===== src/rtl/round_sat_stream.sv =====
// round_sat_stream: NUM_CH-lane streaming align/round/saturate with valid/ready backpressure.
// Define ROUND_SAT_STREAM_SATCNT_EN to add the saturation event counter (o_sat_cnt, i_sat_clr).
module round_sat_stream #(
  parameter int NUM_CH    = 4,
  parameter int WIDTH_IN  = 19,
  parameter int WIDTH_OUT = 16,
  parameter int IS_SIGNED = 1
) (
  input  logic                        i_clk,
  input  logic                        i_rst_n,
  input  logic                        i_valid,
  output logic                        o_ready,
  input  logic [7:0]                  i_prec,
  input  logic [1:0]                  i_mode,
  input  logic [NUM_CH*WIDTH_IN-1:0]  i_data,
  output logic                        o_valid,
  input  logic                        i_ready,
  output logic [NUM_CH*WIDTH_OUT-1:0] o_data,
  output logic [NUM_CH-1:0]           o_sat
`ifdef ROUND_SAT_STREAM_SATCNT_EN
  ,
  input  logic                        i_sat_clr,
  output logic [15:0]                 o_sat_cnt
`endif
);

  localparam int         D            = WIDTH_IN - WIDTH_OUT;
  localparam int         SW           = WIDTH_OUT + 1;
  localparam bit         SIGNED_LANES = (IS_SIGNED != 0);
  localparam logic [7:0] WIN8         = 8'(WIDTH_IN);

  localparam logic [WIDTH_OUT-1:0] MAX_POS = {1'b0, {(WIDTH_OUT-1){1'b1}}};
  localparam logic [WIDTH_OUT-1:0] MIN_NEG = {1'b1, {(WIDTH_OUT-1){1'b0}}};

  logic                   s1_full;
  logic                   s2_load;
  logic                   s1_load;
  logic                   in_fire;
  logic                   s1_move;
  logic [7:0]             prec_eff;
  logic [7:0]             shamt;
  logic [NUM_CH*SW-1:0]   st1_sum_d;
  logic [NUM_CH-1:0]      st1_neg_d;
  logic [NUM_CH*SW-1:0]   s1_sum;
  logic [NUM_CH-1:0]      s1_neg;
  logic [NUM_CH*WIDTH_OUT-1:0] sat_data_d;
  logic [NUM_CH-1:0]      sat_flag_d;

  // Each stage loads when empty or when its current beat moves on this cycle.
  assign s2_load = !o_valid || i_ready;
  assign s1_load = !s1_full || s2_load;
  assign o_ready = s1_load;
  assign in_fire = i_valid && o_ready;
  assign s1_move = s1_full && s2_load;

  // NOTE: combinational blocks assign a default first so every path drives the output and no latch is inferred.
  always_comb begin
    prec_eff = i_prec;
    if (i_prec == 8'd0 || i_prec > WIN8) prec_eff = WIN8;
    shamt = WIN8 - prec_eff;
  end

  // Left shift discards bits above p-1, so the lane's sign bit lands on the MSB.
  for (genvar k = 0; k < NUM_CH; k++) begin : g_lane
    logic [WIDTH_IN-1:0]  aligned;
    logic [WIDTH_OUT-1:0] t;
    logic                 neg;
    logic                 t_ext;
    logic                 r;

    assign aligned = i_data[k*WIDTH_IN +: WIDTH_IN] << shamt;
    assign t       = aligned[WIDTH_IN-1 -: WIDTH_OUT];
    assign neg     = SIGNED_LANES && aligned[WIDTH_IN-1];
    assign t_ext   = SIGNED_LANES && t[WIDTH_OUT-1];

    if (D > 0) begin : g_round
      logic [D-1:0] f;
      logic         half;
      logic         rest_zero;
      logic         above;
      logic         tie;

      assign f         = aligned[D-1:0];
      assign half      = f[D-1];
      assign rest_zero = ((f << 1) == '0);
      assign above     = half && !rest_zero;
      assign tie       = half && rest_zero;

      always_comb begin
        case (i_mode)
          2'd0:    r = 1'b0;
          2'd1:    r = half;
          2'd2:    r = above || (tie && !neg);
          default: r = above || (tie && t[0]);
        endcase
      end
    end else begin : g_pass
      assign r = 1'b0;
    end

    assign st1_sum_d[k*SW +: SW] = {t_ext, t} + SW'(r);
    assign st1_neg_d[k]          = neg;
  end

  // Stage-2 clamp: one guard bit above the rounded value detects overflow.
  for (genvar k = 0; k < NUM_CH; k++) begin : g_sat
    logic [SW-1:0] s;
    logic          ovf;

    assign s = s1_sum[k*SW +: SW];

    if (SIGNED_LANES) begin : g_signed
      assign ovf = s[SW-1] ^ s[SW-2];
      assign sat_data_d[k*WIDTH_OUT +: WIDTH_OUT] =
        !ovf ? s[WIDTH_OUT-1:0] : (s1_neg[k] ? MIN_NEG : MAX_POS);
    end else begin : g_unsigned
      assign ovf = s[SW-1];
      assign sat_data_d[k*WIDTH_OUT +: WIDTH_OUT] = ovf ? '1 : s[WIDTH_OUT-1:0];
    end

    assign sat_flag_d[k] = ovf;
  end

  // NOTE: sequential state uses non-blocking assignments so all flops update from pre-edge values.
  always_ff @(posedge i_clk or negedge i_rst_n) begin
    if (!i_rst_n) begin
      s1_full <= 1'b0;
      o_valid <= 1'b0;
      o_data  <= '0;
      o_sat   <= '0;
    end else begin
      if (s1_load) s1_full <= in_fire;
      if (s2_load) o_valid <= s1_full;
      if (s1_move) begin
        o_data <= sat_data_d;
        o_sat  <= sat_flag_d;
      end
    end
  end

  // NOTE: stage-1 payload has no reset; it is only observed while s1_full is set.
  always_ff @(posedge i_clk) begin
    if (in_fire) begin
      s1_sum <= st1_sum_d;
      s1_neg <= st1_neg_d;
    end
  end

`ifdef ROUND_SAT_STREAM_SATCNT_EN
  logic [15:0] sat_pop;
  logic [16:0] cnt_sum;

  always_comb begin
    sat_pop = '0;
    for (int k = 0; k < NUM_CH; k++) sat_pop = sat_pop + 16'(o_sat[k]);
    cnt_sum = {1'b0, o_sat_cnt} + {1'b0, sat_pop};
  end

  // Clear has priority over a same-cycle increment; the count sticks at 0xFFFF.
  always_ff @(posedge i_clk or negedge i_rst_n) begin
    if (!i_rst_n) begin
      o_sat_cnt <= '0;
    end else if (i_sat_clr) begin
      o_sat_cnt <= '0;
    end else if (o_valid && i_ready) begin
      o_sat_cnt <= cnt_sum[16] ? 16'hFFFF : cnt_sum[15:0];
    end
  end
`endif

endmodule


===== config.mk =====
export PLATFORM = sky130hd
export DESIGN_NAME = round_sat_stream
export DESIGN_NICKNAME = d
export VERILOG_FILES = /design/src/rtl/round_sat_stream.sv
export SDC_FILE = /design/constraint.sdc
export NUM_CORES = 1
export LEC_CHECK = 0
export ABC_AREA = 1
export CAP_MARGIN = 20
export CORE_MARGIN = 1.5
export CORE_UTILIZATION = 45
export CTS_BUF_LIST = sky130_fd_sc_hd__clkbuf_16
export DETAILED_ROUTE_END_ITERATION = 8
export GPL_TIMING_DRIVEN = 1
export PLACE_DENSITY_LB_ADDON = 0.05
export SYNTH_ARGS = -nofsm -noshare
export SYNTH_HDL_FRONTEND = slang
export SYNTH_SLANG_ARGS = --single-unit

===== constraint.sdc =====
create_clock -name i_clk -period 2.7 [get_ports i_clk]
set_input_delay 0.27 -clock i_clk [delete_from_list [all_inputs] [get_ports i_clk]]
set_output_delay 0.27 -clock i_clk [all_outputs]
set_load 0.01 [all_outputs]

==> results of run 1 <==
## metrics by stage
stage	cell area [um^2]	std cells	total power [mW]	setup WS (ns)	setup TNS, ns
4_1_cts	16100	2266	8.89	-0.340	-12.91
6_report	17000	2302	9.00	-0.473	-17.59
3_5_place_dp	14300	2176	6.31	-1.27	-75.41
2_1_floorplan	10900	1548	4.61	-1.04	-50.91
5_1_grt	17000	2302	9.49	-0.564	-24.88
3_3_place_gp	14300	2176	6.26	-1.16	-69.80
## synth_stat cells (all sizes together), types with 2 or more instances
cell type,n
nand2,543
nand3,361
nor2,155
edfxtp,72
inv,71
dfrtp,70
buf,65
a21oi,45
o21ai,35
nand4,29
clkbuf,24
xor2,21
xnor2,20
nor3,11
ha,10
nand3b,6
o211ai,4
a31oi,2
## worst max-delay path, cell delays in order
cell	delay (ns)
buf_8	0.10
nor2_4	0.15
nor2_4	0.07
nor2_8	0.12
nand2_4	0.07
nor2_4	0.11
inv_2	0.06
ha_4	0.17
inv_8	0.08
nand2_8	0.10
buf_16	0.16
nand3_2	0.11
nand3_4	0.10
nand3_2	0.09
o21ai_2	0.07
nand2_1	0.09
nand3_2	0.07
nand2_2	0.08
nand2_2	0.05
a21oi_2	0.13
ha_2	0.21
nand3_2	0.10
nor3_4	0.27
nand2_2	0.12
nand3b_1	0.19
xor2_1	0.18
## registers in the layout, summed over array words and instances, names as in the netlist
name / cells
o_data: 64
s1_full: 1
o_sat: 4
s1_sum: 68
o_valid: 1
s1_neg: 4
## layout by cell type (no fill, tap or decap), types with 7 or more instances in the layout
master	n
inv_1	52
xnor2_2	8
xnor2_1	12
buf_12	20
a21oi_1	34
edfxtp_1	72
nor2_1	100
nor2_4	26
nand2_2	34
nand3_2	74
nand2_4	8
buf_6	21
o21ai_2	12
dfrtp_1	70
nor3_4	7
nand3_4	29
a21oi_2	11
clkbuf_16	20
inv_6	8
nor2_2	27
xor2_1	15
clkdlybuf4s50_1	150
nand2_1	498
o21ai_0	16
inv_2	12
o21ai_1	7
buf_4	289
nand4_1	29
nand3_1	258
ha_4	7
## how the worst max path moves through the flow
stage,from,cells after the start,end,slack [ns]
2_1_floorplan,i_prec[3],28,s1_sum[30],-1.04
4_1_cts,i_prec[2],29,s1_sum[14],-0.34
6_report,i_prec[3],26,s1_sum[30],-0.47
3_3_place_gp,i_prec[4],25,s1_sum[14],-1.16
3_5_place_dp,i_prec[4],25,s1_sum[30],-1.27
5_1_grt,i_prec[3],25,s1_sum[30],-0.56
## layer usage
layer	track usage	vias up
li1	-	6028
met1	0.410	5702
met2	0.464	550
met3	0.0408	86
met4	0.0902	0
met5	0	-
## layout make-up
type	instances	area, um^2	area share
inverter	72	300	0.0176
timing repair buffer	497	4550	0.267
tap	313	392	0.0230
multi-input combinational	1246	7280	0.428
clock buffer	18	450	0.0265
sequential	142	3910	0.230
clock inverter	14	138	0.00808
## power breakdown
part	internal [mW]	total, mW	switching [mW]
Sequential	2.84	3.08	0.242
Clock	1.28	2.32	1.04
Combinational	1.78	3.60	1.82
Total	5.90	9.00	3.10
## what timing repair did
action,CTS,global route
pin swaps,71,98
gates cloned,4,3
resized for setup,199,133
endpoints found under the setup margin,68,66
setup buffers,56,39
endpoints found under the hold margin,70,0
hold buffers,1,0
## cell families after synthesis
| logic type | synth area share |
|---|---|
| simple gates | 0.468 |
| buf+inv | 0.0709 |
| compound gates | 0.0441 |
| xor+xnor | 0.0340 |
| flops | 0.371 |
| fa+ha+maj | 0.0119 |
==> flow_metrics.py, run 1 <==
metrics = {
    "synthesis": {
        "ys_top_cells_by_area": "edfxtp_1 20%, nand2_1 19%, nand3_1 17%",
        "synth_top_cell_area_share": 0.205,
        "syn_inst": 1548,
        "synth_cell_types": 37,
        "avgSynthCellArea_um2": 6.82,
        "synthesis.nets": 1648,
        "synth_top_area_cell": "edfxtp_1",
        "syn_area_um2": 10600,
        "async_flop_share": 0.493,
        "ys_seq_area_frac": 0.371,
        "ys_ff_latch": 142,
        "synth_edf_count": 72,
        "synth-main-ff-cell": "edfxtp_1",
        "synth_warnings": 0,
    },
    "floorplanning": {
        "num_rows": 55,
        "coreArea_um2": 22800,
        "io_pins": 160,
        "die_x_um": 156,
        "dieArea_um2": 24400,
        "initial_core_util": 0.462,
        "die_h_um": 156,
    },
    "detailed_routing": {
        "drt_iter0_drc": 933,
        "highest_layer": "met4",
        "routed_via_density": 5.37,
        "post_drt_wl_per_cell_um": 16.0,
        "drc": 0,
        "drt_pre_antenna_iters": 7,
        "wl_met3_um": 2460,
        "vias": 12366,
        "wl_met1_um": 16000,
        "ant_nets": 0,
        "totalWireLength_um": 36700,
        "wl_met2_um": 17200,
    },
    "clock_network": {
        "clk_latency_ns": 0.42,
        "cts_tree": "done",
        "clk_path_buf_depth": 2,
        "path_clk_slew_ns": 0.07,
        "cts.sinks": 142,
        "cts_root_buffer": "clkbuf_16",
        "cts_max_level": 4,
        "numCtsBuffers": 17,
    },
    "global_route": {
        "grt_pass1_vias": 11479,
        "grt_pass1_wl_um": 56600,
        "grt-ovfl-total": 0,
        "grt_antenna_before_repair": 0,
        "grt_max_degree": 73,
        "grt_util_all_layers": 0.291,
    },
    "sta": {
        "whs_ns": 0.384,
        "setup_ws_ns": -0.473,
        "setup_viol": 61,
        "final_hold_viol_count": 0,
        "min_period_ns": 3.17,
        "fmax_mhz": 315,
        "clock_skew_ns": 0.0123,
        "grt_setup_unrepaired": "yes",
        "finalCritPeriodShare": 1.18,
        "worst_pin_slew_ns": 0.607,
        "maxSlewViolCount": 0,
        "relSlewSlack": 0.594,
    },
    "cells_and_area": {
        "drive_gt1_frac": 0.331,
        "synthToLayoutAreaGrowth_pct": 61.3,
        "fillers": 1840,
        "diodes": 0,
        "nNetsFinal": 2076,
        "final_util": 0.745,
    },
    "critical_path": {
        "reg2reg_from": "o_valid",
        "r2r-end": "o_data[28]",
        "cp.arrival_ns": 3.34,
        "r2r_setup_slack_ns": 1.08,
        "cp.required_ns": 2.87,
        "cp-end-kind": "flip-flop",
        "reg2reg_depth": 5,
        "cp-start-kind": "input pin",
        "critical_path_class": "input pin to flip-flop",
        "crit_fanout": 5,
    },
    "worst_hold_path": {
        "hold_class": "input pin to asynchronous set/reset pin",
    },
    "status": {
        "violations": "setup timing",
        "status": "complete, but fails checks",
    },
    "placed_design": {
        "place_hpwl_um": 25700,
        "place.gp.congestion": 0.937,
        "portBuffers": 159,
    },
    "pwr": {
        "p_leak_nw": 7.90,
        "power_density_nw_per_um2": 529,
        "vdd_drop_max_mv": 0.424,
    },
    "flow_run": {
        "maxCapViolCount": 0,
    },
}
(Power assumes the default switching activity.)
==> run 2: changes to the inputs <==
- TNS_END_PERCENT: unset -> 100
==> results of run 2 <==
No change in the layout: final DEF, timing and power equal those of run 1.
